==> config.mk <==
export PLATFORM = sky130hd
export DESIGN_NAME = ram_scramble_ctrl
export DESIGN_NICKNAME = d
export VERILOG_FILES = /design/src/rtl/tk1_pkg.sv /design/src/rtl/ram_scramble_key.sv /design/src/rtl/ram_scramble_ctrl.sv
export SDC_FILE = /design/constraint.sdc
export NUM_CORES = 1
export LEC_CHECK = 0
export CORE_MARGIN = 4
export CORE_UTILIZATION = 34
export DETAILED_ROUTE_END_ITERATION = 10
export MAX_ROUTING_LAYER = met4
export PLACE_DENSITY = 0.77
export SETUP_SLACK_MARGIN = 0.15
export SYNTH_ARGS = -nofsm -noshare
export SYNTH_HDL_FRONTEND = slang
export SYNTH_SLANG_ARGS = --single-unit
==> constraint.sdc <==
create_clock -name clk -period 2.1 [get_ports clk]
set_input_delay 0.525 -clock clk [delete_from_list [all_inputs] [get_ports clk]]
set_output_delay 0.525 -clock clk [all_outputs]
set_load 0.02 [all_outputs]
==> src/rtl/tk1_pkg.sv <==
// Shared tk1 definitions: RAM geometry, scramble-controller state encoding and key function.
// Pure declarations, no logic.
package tk1_pkg;

  localparam int RAM_AW = 15;

  typedef enum logic [1:0] {
    WIPE   = 2'd0,
    IDLE   = 2'd1,
    WRITE  = 2'd2,
    RDWAIT = 2'd3
  } ram_state_t;

  // Key depends on the logical address so identical plaintext differs per word.
  function automatic logic [31:0] scramble_key(input logic [31:0] scramble,
                                               input logic [14:0] laddr);
    return scramble ^ {2'b00, laddr, laddr};
  endfunction

endpackage

==> src/rtl/ram_scramble_key.sv <==
// Combinational logical->physical address and data key mapping.
// Zero latency; no flow control.
import tk1_pkg::*;

module ram_scramble_key #(
  parameter int AW = RAM_AW
) (
  input  logic [AW-1:0] address,
  input  logic [AW-1:0] ram_aslr,
  input  logic [31:0]   ram_scramble,
  output logic [AW-1:0] phys,
  output logic [31:0]   key
);

  logic [14:0] laddr;

  generate
    if (AW >= 15) begin : g_wide
      assign laddr = address[14:0];
    end else begin : g_narrow
      assign laddr = {{(15-AW){1'b0}}, address};
    end
  endgenerate

  assign phys = address ^ ram_aslr;
  assign key  = scramble_key(ram_scramble, laddr);

endmodule

==> src/rtl/ram_scramble_ctrl.sv <==
// CPU-bus front end for the main RAM: address randomisation, data scrambling, post-reset wipe.
// Read and write complete with ready one cycle after accept; CPU stalls (ready=0) during the wipe.
import tk1_pkg::*;

module ram_scramble_ctrl #(
  parameter int AW      = RAM_AW,
  parameter bit WIPE_EN = 1'b1
) (
  input  logic          clk,
  input  logic          reset_n,
  input  logic [AW-1:0] ram_aslr,
  input  logic [31:0]   ram_scramble,
  input  logic          cs,
  input  logic [3:0]    we,
  input  logic [AW-1:0] address,
  input  logic [31:0]   write_data,
  output logic [31:0]   read_data,
  output logic          ready,
  output logic          wipe_done,
  output logic          mem_cs,
  output logic [3:0]    mem_we,
  output logic [AW-1:0] mem_addr,
  output logic [31:0]   mem_wdata,
  input  logic [31:0]   mem_rdata
);

  localparam logic [AW-1:0] WIPE_LAST   = '1;
  localparam ram_state_t    RESET_STATE = WIPE_EN ? WIPE : IDLE;

  ram_state_t    state;
  logic [AW-1:0] wipe_ctr;
  logic [AW-1:0] phys;
  logic [31:0]   key;
  logic [31:0]   key_reg;

  ram_scramble_key #(.AW(AW)) u_key (
    .address      (address),
    .ram_aslr     (ram_aslr),
    .ram_scramble (ram_scramble),
    .phys         (phys),
    .key          (key)
  );

  always_ff @(posedge clk or negedge reset_n) begin
    if (!reset_n) begin
      state     <= RESET_STATE;
      wipe_ctr  <= '0;
      wipe_done <= 1'b0;
      key_reg   <= '0;
    end else begin
      case (state)
        WIPE: begin
          wipe_ctr <= wipe_ctr + 1'b1;
          if (wipe_ctr == WIPE_LAST) begin
            state     <= IDLE;
            wipe_done <= 1'b1;
          end
        end
        IDLE: begin
          wipe_done <= 1'b1;
          if (cs) begin
            // Key is captured here so a key change mid-read cannot corrupt it.
            key_reg <= key;
            state   <= (we != 4'h0) ? WRITE : RDWAIT;
          end
        end
        WRITE:   state <= IDLE;
        RDWAIT:  state <= IDLE;
        default: state <= IDLE;
      endcase
    end
  end

  always_comb begin
    mem_cs    = 1'b0;
    mem_we    = 4'h0;
    mem_addr  = '0;
    mem_wdata = '0;
    read_data = '0;
    ready     = 1'b0;
    case (state)
      WIPE: begin
        // Reset parks the FSM in WIPE; keep the macro quiet while reset is held.
        if (reset_n) begin
          mem_cs   = 1'b1;
          mem_we   = 4'hf;
          mem_addr = wipe_ctr;
        end
      end
      IDLE: begin
        if (cs) begin
          mem_cs   = 1'b1;
          mem_we   = we;
          mem_addr = phys;
          if (we != 4'h0) mem_wdata = write_data ^ key;
        end
      end
      WRITE:  ready = 1'b1;
      RDWAIT: begin
        ready     = 1'b1;
        read_data = mem_rdata ^ key_reg;
      end
      default: ;
    endcase
  end

endmodule
==> reports/metrics.cfg <==
[cells_and_area]
layout.cells.non_filler = 841
multi_input_area_um2 = 2670
num-nets-final = 840
num-fill-cells = 649
largest_register_ffs = 32
areaGrowthSynthToFinish_pct = 114
final_layout_size_suffix_gt1_frac = 0.371
fin_util = 0.748
seqCellArea_um2 = 1250

[global_route]
grt_pass1_vias = 4163
overflow = 0
grt_util_all_layers = 0.258
grt_pass1_wl_um = 22400
antenna_found_initial = 1
grt_max_degree = 33

[floorplanning]
die_area_um2 = 11700
num_io_pins = 219
fp-row-count = 36
core_area_um2 = 9770
die_h_um = 108
start_util = 0.349
die_w_um = 108

[drt]
wl_per_cell_um = 18.9
drt_first_iter_violations = 147
firstDrtPassIters = 4
viasPerCell = 4.82
dr_total_vias = 4055
drcViolationCount = 0
ant_nets = 0
wirelength_um = 15900

[pwr]
power.density_nw_per_um2 = 318
vdd_drop_max_uv = 240
p_leak_nw = 3.33

[place]
dpl.hpwl_um = 11000
dpl.cell_count = 805
gp_congestion = 0.860
io_buffers = 218

[worst_setup_path]
crit_type = register to output port
crit_family = buffers and inverters
path_cells = nand3b_1 -> inv_2 -> o41ai_4 -> buf_6 -> buf_12 -> buf_16 -> nor2_4 -> buf_6
critPathSlowestCell = dfrtp_1
endpoint_kind = output port
worstPathMaxFanout = 5
path_common_cell = buf_6
cp_num_buf_inv = 5
cp.arrival_ns = 1.80
slowest_delay_ns = 0.40
startpoint_type = register
cp.required_ns = 1.57

[clock_tree]
h-tree-depth = 2
cts_buffers = 5
clockBufferDepth = 2
path_clk_slew_ns = 0.10
root_buffer = clkbuf_8
insertion_delay_ns = 0.30
cts_tree = done
clock_sinks = 50

[timing]
period_needed_ns = 2.33
worst_slew_pin_slew_ns = 0.453
finalHoldViolCount = 0
finalCritPeriodShare = 1.11
slew_headroom = 0.695
clock_skew_ns = 0.00730
fmax_mhz = 430
setup_viol = 50
drv_slew = 0
rsz0062_at_grt = yes
setup_ws_ns = -0.226

[synth]
synth_area_um2 = 3410
synthCells = 411
synth_cell_types = 25
avgSynthCellArea_um2 = 8.29
yosysSeqAreaShare = 0.367
ys_ff_latch = 50
synth_nets = 545
yosys_warnings = 0

[status]
status = complete, but fails checks
failed_checks = negative setup slack

[hold_path]
hold_path_class = input pin to async pin

[flow_run]
maxCapViolCount = 0

==> power breakdown <==
part	leakage (nW)	switching (W)	internal, W
clock network	0.0452	0.000333	0.000236
logic	2.60	0.000342	0.000452
registers	0.684	0	0.000962
==> cell usage in the layout, fill, tap and decap left out, types with 6 or more instances in the layout <==
master | Yosys | final
xor2_2 | 0 | 14
xor2_1 | 54 | 38
a22o_1 | 14 | 14
xnor2_1 | 69 | 60
nand4_1 | 6 | 6
buf_12 | 0 | 11
nor2_1 | 67 | 18
dlygate4sd2_1 | 0 | 19
nor2_2 | 0 | 9
clkdlybuf4s50_1 | 0 | 111
dfrtp_1 | 50 | 50
buf_4 | 0 | 81
xnor2_2 | 0 | 9
nand2_1 | 101 | 100
buf_6 | 0 | 75
nor4_1 | 7 | 7
nor2_4 | 0 | 40
==> cells in the mapped netlist (all sizes together) <==
| cell type | count | area share |
|---|---|---|
| a21o | 4 | 0.0088 |
| a22o | 14 | 0.036 |
| and2 | 1 | 0.0018 |
| buf | 3 | 0.0044 |
| clkbuf | 15 | 0.017 |
| dfrtp | 50 | 0.37 |
| ha | 1 | 0.0037 |
| inv | 2 | 0.0022 |
| mux2 | 1 | 0.0033 |
| nand2 | 101 | 0.11 |
| nand2b | 2 | 0.0037 |
| nand3 | 5 | 0.0073 |
| nand3b | 1 | 0.0022 |
| nand4 | 6 | 0.011 |
| nand4bb | 1 | 0.0033 |
| nor2 | 67 | 0.074 |
| nor3 | 2 | 0.0029 |
| nor4 | 7 | 0.013 |
| o21ai | 1 | 0.0015 |
| o31a | 2 | 0.0051 |
| o41ai | 1 | 0.0026 |
| or3b | 1 | 0.0026 |
| xnor2 | 69 | 0.18 |
| xor2 | 54 | 0.14 |
==> layer usage <==
| metal | up-vias | share of wire | GRT usage |
|---|---|---|---|
| met5 | - | 0 | - |
| met4 | 0 | 0.044 | 0.106 |
| met3 | 51 | 0.055 | 0.0412 |
| met2 | 182 | 0.53 | 0.466 |
| met1 | 1938 | 0.37 | 0.281 |
| li1 | 1884 | - | - |
==> final cells by class <==
| type | count | area share |
|---|---|---|
| inverter | 2 | 0.00103 |
| timing repair buffer | 306 | 0.428 |
| tap | 133 | 0.0228 |
| multi-input combinational | 341 | 0.365 |
| sequential | 50 | 0.171 |
| antenna | 1 | 0.000342 |
| clock buffer | 6 | 0.00993 |
| clock inverter | 2 | 0.00188 |
==> per-stage QoR <==
stage | area, um2 | TNS (ns) | hold WS (ns) | power, W | setup WS (ns)
global placement | 6200 | -41.63 | 0.480 | 0.00166 | -0.754
global route | 7310 | -11.16 | 0.286 | 0.00242 | -0.303
CTS | 7070 | -5.87 | 0.282 | 0.00231 | -0.169
finish | 7310 | -6.64 | 0.292 | 0.00232 | -0.226
detailed placement | 6200 | -43.10 | 0.484 | 0.00166 | -0.800
floorplan | 3440 | 0 | 0.229 | 0.00119 | 0.0790
==> cells by family (layout without fill, tap and decap cells) <==
group	Yosys count	after routing	synth area share
simple gates	194	194	0.233
xor+xnor	123	123	0.316
flops	50	50	0.367
compound gates	22	22	0.0540
buf+inv	20	316	0.0231
fa+ha+maj	1	1	0.00367
mux	1	1	0.00330
other cells	0	1	0
==> final timing paths <==
check	startpoint	endpoint	slack, ns	depth (start not counted)
max in group asynchronous	reset_n	key_reg[24]	1.33	3
min in group clk	key_reg[2]	key_reg[2]	0.50	2
setup reg to reg	state[0]	wipe_ctr[9]	0.20	6
hold / removal	reset_n	state[1]	0.29	2
hold reg to reg	key_reg[2]	key_reg[2]	0.50	2
setup / recovery	state[1]	mem_wdata[17]	-0.23	8
==> what timing repair did <==
| action | in CTS | in global routing |
|---|---|---|
| cloned | 7 | 0 |
| endpoints found under the setup margin | 84 | 85 |
| resized for setup | 580 | 79 |
| buffers inserted | 12 | 8 |
| pin swaps | 43 | 8 |
| hold buffers | 0 | 0 |
(Power assumes the default switching activity.)
